===== src/rtl/mono_colour_proc_if.sv =====
// Custom-palette write port of the monochrome colouriser.
// The master drives a one-cycle write strobe, and the slave reports when a write is pending.
interface mono_colour_proc_if #(
    parameter int unsigned IN_W = 2
);
    logic            cust_wr;
    logic [IN_W-1:0] cust_addr;
    logic [23:0]     cust_data;
    logic            cust_busy;

    modport master (output cust_wr, cust_addr, cust_data, input cust_busy);
    modport slave  (input cust_wr, cust_addr, cust_data, output cust_busy);
endinterface


===== src/rtl/mono_colour_proc.sv =====
// Three-stage monochrome colouriser: RGB -> luma level -> tint palette lookup, with
// sync/blank delayed alongside, and tint/custom-palette updates deferred to vertical blank.
module mono_colour_proc #(
    parameter int unsigned IN_W        = 2,
    parameter bit          USE_LUMA    = 1'b1,
    parameter bit          BLANK_BLACK = 1'b1
) (
    input  logic             clk,
    input  logic             n_reset,
    input  logic             ce_pix,
    input  logic [IN_W-1:0]  r_in,
    input  logic [IN_W-1:0]  g_in,
    input  logic [IN_W-1:0]  b_in,
    input  logic             hs_in,
    input  logic             vs_in,
    input  logic             hblank_in,
    input  logic             vblank_in,
    input  logic [1:0]       tint_sel,
    mono_colour_proc_if.slave cust,
    output logic [1:0]       tint_active,
    output logic [7:0]       r_out,
    output logic [7:0]       g_out,
    output logic [7:0]       b_out,
    output logic             hs_out,
    output logic             vs_out,
    output logic             hblank_out,
    output logic             vblank_out
);
    localparam int unsigned LEVELS = 1 << IN_W;
    localparam int unsigned SUM_W  = IN_W + 5;

    typedef logic [LEVELS-1:0][23:0] pal_t;

    // Rounded k/(LEVELS-1) fraction of one full-scale channel
    function automatic logic [7:0] scale(input int unsigned full, input int unsigned k);
        return 8'((full * k * 2 + (LEVELS - 1)) / (2 * (LEVELS - 1)));
    endfunction

    function automatic pal_t ramp(input logic [23:0] f);
        pal_t p;
        for (int unsigned k = 0; k < LEVELS; k++)
            p[IN_W'(k)] = {scale(32'(f[23:16]), k), scale(32'(f[15:8]), k), scale(32'(f[7:0]), k)};
        return p;
    endfunction

    localparam pal_t PAL_WHITE = ramp(24'hFFFFFF);
    localparam pal_t PAL_GREEN = ramp(24'h00F600);
    localparam pal_t PAL_AMBER = ramp(24'h5CF600);

    logic [IN_W-1:0] r1, g1, b1;
    logic            hs1, vs1, hb1, vb1;
    logic [IN_W-1:0] level2;
    logic            hs2, vs2, hb2, vb2;
    pal_t            cust_pal;
    logic            busy;
    logic [IN_W-1:0] pend_addr;
    logic [23:0]     pend_data;
    logic [IN_W-1:0] level_c;
    logic [23:0]     lookup_c;

    generate
        if (USE_LUMA) begin : g_luma
            logic [SUM_W-1:0] sum_c;
            always_comb begin
                sum_c   = SUM_W'(5) * SUM_W'(r1) + SUM_W'(9) * SUM_W'(g1) + SUM_W'(2) * SUM_W'(b1);
                level_c = IN_W'(sum_c >> 4);
            end
        end else begin : g_green
            assign level_c = g1;
        end
    endgenerate

    always_comb begin
        lookup_c = PAL_WHITE[level2];
        case (tint_active)
            2'd1:    lookup_c = PAL_GREEN[level2];
            2'd2:    lookup_c = PAL_AMBER[level2];
            2'd3:    lookup_c = cust_pal[level2];
            default: lookup_c = PAL_WHITE[level2];
        endcase
    end

    assign cust.cust_busy = busy;

    always_ff @(posedge clk) begin
        if (!n_reset) begin
            {r1, g1, b1}                      <= '0;
            {hs1, vs1, hb1, vb1}              <= '0;
            level2                            <= '0;
            {hs2, vs2, hb2, vb2}              <= '0;
            {r_out, g_out, b_out}             <= '0;
            {hs_out, vs_out, hblank_out, vblank_out} <= '0;
            tint_active                       <= 2'd0;
            cust_pal                          <= PAL_WHITE;
            busy                              <= 1'b0;
            pend_addr                         <= '0;
            pend_data                         <= '0;
        end else begin
            if (ce_pix) begin
                {r1, g1, b1}          <= {r_in, g_in, b_in};
                {hs1, vs1, hb1, vb1}  <= {hs_in, vs_in, hblank_in, vblank_in};
                level2                <= level_c;
                {hs2, vs2, hb2, vb2}  <= {hs1, vs1, hb1, vb1};
                {r_out, g_out, b_out} <= (BLANK_BLACK && (hb2 || vb2)) ? 24'h0 : lookup_c;
                {hs_out, vs_out, hblank_out, vblank_out} <= {hs2, vs2, hb2, vb2};
                // S2 still holds the previous S1 vblank, so this is the S1 rising edge
                if (vb1 && !vb2)
                    tint_active <= tint_sel;
            end
            // Custom entries are only allowed to change while the custom tint is not on screen
            if (busy) begin
                if (vb1) begin
                    cust_pal[pend_addr] <= pend_data;
                    busy                <= 1'b0;
                end
            end else if (cust.cust_wr) begin
                if (tint_active != 2'd3 || vb1) begin
                    cust_pal[cust.cust_addr] <= cust.cust_data;
                end else begin
                    busy      <= 1'b1;
                    pend_addr <= cust.cust_addr;
                    pend_data <= cust.cust_data;
                end
            end
        end
    end
endmodule


===== src/flat_wrapper.sv =====
// flat-port wrapper written by rule: the top's interface ports become plain ports
module mono_colour_proc_flat 
#(
    parameter int unsigned IN_W        = 2,
    parameter bit          USE_LUMA    = 1'b1,
    parameter bit          BLANK_BLACK = 1'b1
)
  (clk, n_reset, ce_pix, r_in, g_in, b_in, hs_in, vs_in, hblank_in, vblank_in, tint_sel, tint_active, r_out, g_out, b_out, hs_out, vs_out, hblank_out, vblank_out, cust_cust_wr, cust_cust_addr, cust_cust_data, cust_cust_busy);
  mono_colour_proc_if #(.IN_W(IN_W)) cust_i ();
  input  logic clk;
  input  logic n_reset;
  input  logic ce_pix;
  input  logic [IN_W-1:0] r_in;
  input  logic [IN_W-1:0] g_in;
  input  logic [IN_W-1:0] b_in;
  input  logic hs_in;
  input  logic vs_in;
  input  logic hblank_in;
  input  logic vblank_in;
  input  logic [1:0] tint_sel;
  output logic [1:0] tint_active;
  output logic [7:0] r_out;
  output logic [7:0] g_out;
  output logic [7:0] b_out;
  output logic hs_out;
  output logic vs_out;
  output logic hblank_out;
  output logic vblank_out;
  input wire logic [$bits(cust_i.cust_wr)-1:0] cust_cust_wr;
  input wire logic [$bits(cust_i.cust_addr)-1:0] cust_cust_addr;
  input wire logic [$bits(cust_i.cust_data)-1:0] cust_cust_data;
  output wire logic [$bits(cust_i.cust_busy)-1:0] cust_cust_busy;
  assign cust_i.cust_wr = cust_cust_wr;
  assign cust_i.cust_addr = cust_cust_addr;
  assign cust_i.cust_data = cust_cust_data;
  assign cust_cust_busy = cust_i.cust_busy;
  mono_colour_proc #(.IN_W(IN_W), .USE_LUMA(USE_LUMA), .BLANK_BLACK(BLANK_BLACK)) u_core (.clk(clk), .n_reset(n_reset), .ce_pix(ce_pix), .r_in(r_in), .g_in(g_in), .b_in(b_in), .hs_in(hs_in), .vs_in(vs_in), .hblank_in(hblank_in), .vblank_in(vblank_in), .tint_sel(tint_sel), .cust(cust_i), .tint_active(tint_active), .r_out(r_out), .g_out(g_out), .b_out(b_out), .hs_out(hs_out), .vs_out(vs_out), .hblank_out(hblank_out), .vblank_out(vblank_out));
endmodule

===== config.mk =====
export PLATFORM = sky130hd
export DESIGN_NAME = mono_colour_proc_flat
export DESIGN_NICKNAME = d
export VERILOG_FILES = /design/src/rtl/mono_colour_proc_if.sv /design/src/rtl/mono_colour_proc.sv /design/src/flat_wrapper.sv
export SDC_FILE = /design/constraint.sdc
export NUM_CORES = 1
export LEC_CHECK = 0
export BUFFER_PORTS_ARGS = -buffer_cell sky130_fd_sc_hd__buf_2
export CAP_MARGIN = 20
export CORE_UTILIZATION = 60
export CTS_BUF_LIST = sky130_fd_sc_hd__clkbuf_16
export DETAILED_ROUTE_END_ITERATION = 12
export PLACE_DENSITY = 0.81
export SLEW_MARGIN = 20
export SYNTH_ARGS = -nofsm -noshare
export SYNTH_HDL_FRONTEND = slang
export SYNTH_SLANG_ARGS = --single-unit

===== constraint.sdc =====
create_clock -name clk -period 2.21 [get_ports clk]
set_input_delay 0.221 -clock clk [delete_from_list [all_inputs] [get_ports clk]]
set_output_delay 0.221 -clock clk [all_outputs]
set_load 0.02 [all_outputs]

# Word-level counts from Yosys, hierarchy flattened
# Cells that the tools add are included.
# classes
n_eq_ne,5
mux,24
n_reduce_logical,11
n_mul,2
n_addsub,2
order_cmp,5
bitwise_logic,2
# ops
op,count
96-bit 2-to-1 mux,4
24-bit binary-select mux with 2-bit select,4
96-bit bitwise mux,2
24-bit 2-to-1 mux,7
24-bit demux with 2-bit select,2
24-bit one-hot mux with 3 select lines,1
"2-bit by 3-bit < comparator with 1-bit output, second input constant",3
5-bit by 6-bit adder with 6-bit output,1
6-bit by 3-bit adder with 6-bit output,1
"4-bit by 2-bit multiplier with 6-bit output, first input constant",1
3-bit AND reduction,2
"3-bit by 2-bit multiplier with 5-bit output, first input constant",1
"2-bit == test, second input constant",2
"2-bit by 1-bit >= comparator with 1-bit output, second input constant",2
1-bit 2-to-1 mux,4
2-bit nonzero test,2
1-bit logical AND,3
"2-bit by 1-bit == test with 1-bit output, second input constant",1
1-bit logical OR,2
"2-bit by 1-bit inequality test with 1-bit output, second input constant",1
"2-bit inequality test, second input constant",1
1-bit inverter,2
2-bit AND reduction,1
1-bit logical NOT,1
# totals
output_inout_bits,31
wordCells,78
inputBits,42
register_bits,169

# Logic depth before layout (Yosys ltp)
# logic_depth
depth_word,8
ltp_mapped,8
depth_no_buf,8

# Worst setup path before layout
# OpenSTA, ideal clock, no wires.
# synth_path
kind,reg2reg
from,reg u_core.g1[1]
to,reg u_core.level2[1]
setup_time_ps,79
arrival_ps,1925
setup_slack_ps,206
path_buffers,0
synth_period_minus_slack_ps,2004
path_stages_with_launch,9
required_ps,2131
path_cell_list,dfxtp_1 > ha_1 > ha_1 > ha_1 > ha_1 > and3_1 > a221oi_1 > nand4_1 > o211ai_1
# synth_via
elab_chain_cells,3
# synth_rtl
element,line,text
"start, declared",mono_colour_proc.sv:50,"logic [IN_W-1:0] r1, g1, b1;"
"start signal, assigned",mono_colour_proc.sv:100,"{r1, g1, b1} <= {r_in, g_in, b_in};"
4-bit by 2-bit multiplier with 6-bit output,mono_colour_proc.sv:65,sum_c = SUM_W'(5) * SUM_W'(r1) + SUM_W'(9) * SUM_W'(g1) + SUM_W'(2) * SUM_W'(b1);
5-bit by 6-bit adder with 6-bit output,mono_colour_proc.sv:65,
6-bit by 3-bit adder with 6-bit output,mono_colour_proc.sv:65,
"end signal, assigned",mono_colour_proc.sv:102,level2 <= level_c;
"end, declared",mono_colour_proc.sv:52,logic [IN_W-1:0] level2;
# Every way passes these cells.
# A chain may end at the register's enable or synchronous reset.

# Final worst setup path
# Ends and elaborated chain as after synthesis.

==> metrics.md <==
| Metric | Value |
|---|---|
| CP most frequent cell | `ha_1` |
| Post-DP Area | `8602 µm²` |
| Site Rows | `41` |
| Total grt overflow | `0` |
| CP required | `between 2 and 3 ns` |
| H-tree depth | `4` |
| All-Layer GR Usage | `0.3219` |
| TritonRoute pass-1 iters | `5` |
| Top FF cell, synth | `dfxtp_1` |
| CP startpoint kind | `flip-flop` |
| # fillers | `932` |
| Register area share after synthesis | `0.4207` |
| Top Ports | `between 70 and 80` |
| Power Total | `approximately 6.6 mW` |
| Number of enable flip-flop cells after synthesis | `0` |
| Antenna violations before repair | `0` |
| Distinct cells, synth | `52` |
| FMAX | `479.5 MHz` |
| DRC Markers | `0` |
| Worst-Margin Slew | `about 0.69 ns` |
| Ys async rst share | `0` |
| Max Slew Vio Count | `0` |
| Number of global-route vias before repair | `6998` |
| Hold Vio Cnt, Final | `0` |
| RD Place Congestion | `~0.89` |
| Run status | `finished clean` |
| Fraction of layout cells with a size suffix above 1 | `0.2258` |
| Post-route cell area | `9129 µm²` |
| RSZ-0062 raised after global routing | `false` |
| Largest net degree at the start of global routing | `between 50 and 60` |
| Max Cap Viol | `0` |
| Via density | `between 6 and 7` |
| Min cycle time layout | `~2.1 ns` |
| Worst-path cell chain | `ha_1 > ha_1 > ha_1 > ha_1 > and3_1 > a221oi_2 > nand4_1 > o211ai_1` |
| Leakage Power | `around 3.5 nW` |
| Max Root-Sink Buffers | `2` |
| Cells after Synth | `851` |
| Register area | `3385 µm²` |
| Post-CTS Setup Bufs | `0` |
| Mapped Area | `8043 µm²` |
| Buffers on Ports | `72` |
| Clock Skews | `0.008268 ns` |
| Critical path endpoint category | `flip-flop` |
| Post-route clock period utilization | `0.9437` |
| Max_slew headroom | `0.5375` |
| Vias | `just over 7000` |
| Post-route insts no fill | `1080` |
| Worst-skew pair later-pin latency | `approximately 0.43 ns` |
| First-pass GRT wire length | `~35 mm` |
| Worst-path fanout max | `3` |
| Clk sink count | `~170` |
| Area grow syn2layout | `13.50%` |
| CTS tree | `yes` |
| Final antenna-violating net count | `0` |
| Final-stage net count | `about 950` |
| Placement Setup Slack | `roughly 0.055 ns` |
| CP max stage cell | `dfxtp_1` |
| Ant. Diodes | `0` |
| Fin worst setup slack | `0.1245 ns` |
| Arrival @ worst endpoint | `about 2.4 ns` |
| Worst-path clk slew | `roughly 0.060 ns` |
| Utilization after layout | `0.7118` |
| CTS Root Cell | `clkbuf_16` |
| Detailed placement HPWL | `14.02 mm` |
| Yosys warns | `0` |
| Min-Delay Path Class | `in2reg` |
| CTS buffer count | `17` |
| Critical Path Max Stage Delay | `between 0.3 and 0.4 ns` |
| Chip Height | `117.8 µm` |
| Hold WS | `just under 0.04 ns` |
| Dpl cells | `1049` |
| Synth Register Bits | `169` |
| Mapped Nets | `906` |
| Total power per unit cell area | `between 700 and 800 nW/µm²` |
| Final setup violation count | `0` |
| Multi-input logic area | `around 4200 µm²` |
| DIE AREA | `about 14000 µm²` |
| Crit path kind | `reg2reg` |
| Setup tns final | `0 ns` |
| DRT Wirelength | `22.01 mm` |
| DRT iter0 DRCs | `about 900` |
| Initial Util | `0.6271` |
| Avg Cell Area, Syn | `between 9 and 10 µm²` |
| DR WL/cell | `between 20 and 25 µm` |
| Die width | `approximately 120 µm` |
| Max VDD drop | `0.6347 mV` |
| Core Region | `around 13000 µm²` |
-- area by class of cell --
type	count	area share
multi-input cells	572	0.4593
clock inverters	14	0.01042
flip-flops and latches	169	0.3708
well taps	172	0.02357
inverters	27	0.01124
clock buffers	17	0.04660
repair buffers	109	0.07812
-- flip-flops by register name, summed over array words and instances (netlist names), 2 cells and up --
signal	count
u_core.tint_active	2
u_core.r1	2
u_core.g1	2
u_core.level2	2
u_core.pend_addr	2
u_core.b_out	8
u_core.pend_data	24
u_core.b1	2
u_core.g_out	8
u_core.cust_pal	96
u_core.r_out	8
-- cell usage after synthesis, types with 13 or more instances --
library cell,count,share of area
a211oi_1,25,0.023
a211oi_2,24,0.037
a21oi_1,52,0.032
a221oi_1,25,0.027
a22oi_1,60,0.056
buf_2,20,0.012
clkbuf_1,47,0.022
dfxtp_1,169,0.42
ha_1,13,0.020
inv_1,25,0.012
mux2i_1,21,0.026
mux4_2,22,0.062
nand2_1,118,0.055
nand2b_1,19,0.015
nor2_1,49,0.023
o211ai_1,29,0.027
-- cell families after synthesis --
logic type      count (synthesis)  share of synthesized area
flops                         169                     0.4207
buf+inv                       110                    0.06238
compound gates                283                     0.2735
fa+ha+maj                      13                    0.02022
mux                            44                    0.08914
simple gates                  232                     0.1341
-- path summary, 6_finish.rpt --
| path | from | end | slack (ns) | cells past startpoint |
|---|---|---|---|---|
| max | u_core.g1[1] | u_core.level2[1] | 0.12 | 8 |
| max reg2reg | u_core.g1[1] | u_core.level2[1] | 0.12 | 8 |
| min | hblank_in | u_core.hb1 | 0.04 | 3 |
| min reg2reg | u_core.cust_pal[54] | u_core.cust_pal[54] | 0.46 | 2 |
-- what timing repair did --
| action | 4_1_cts | 5_1_grt |
|---|---|---|
| hold buffers | 0 | 0 |
| setup endpoints to repair | 0 | 1 |
| gates resized for setup | 0 | 1 |
-- critical path, delay by kind of cell, from the launching register on --
| family | cells | cell delay (ns) |
|---|---|---|
| AOI/OAI and AO/OA | 2 | 0.39 |
| DFF | 1 | 0.33 |
| and+or+nand+nor | 2 | 0.33 |
| adders and majority gates | 4 | 0.96 |
-- routing by layer --
layer,GRT usage,part of all wire,vias to the layer above
met4,0.1635,0.031,0
met3,0.06008,0.078,69
li1,-,-,3228
met2,0.5272,0.49,368
met5,0,0,-
met1,0.4056,0.41,3425
-- power breakdown --
group	total, mW	switching (mW)	internal (mW)
clock	2.67	1.16	1.51
combinational	0.711	0.423	0.288
sequential	3.24	0.0710	3.16
total	6.62	1.66	4.96
-- placed cells by master, fill, tap and decap left out, drive strengths merged, types with 5 or more instances in the layout --
master   instances
o211ai          39
o22ai           12
a22oi           60
nand3           10
ha              13
mux2i           21
mux4            22
a211oi          49
a221oi          25
a21o            12
nand2b          19
clkbuf          17
o21ai            9
nor3b            5
a2bb2oi         12
nand3b           5
inv             30
nand2          118
nor2            49
nand4            6
dfxtp          169
a21oi           53
buf            109
clkinv           8
No activity file was read; power rests on OpenSTA's default activity.
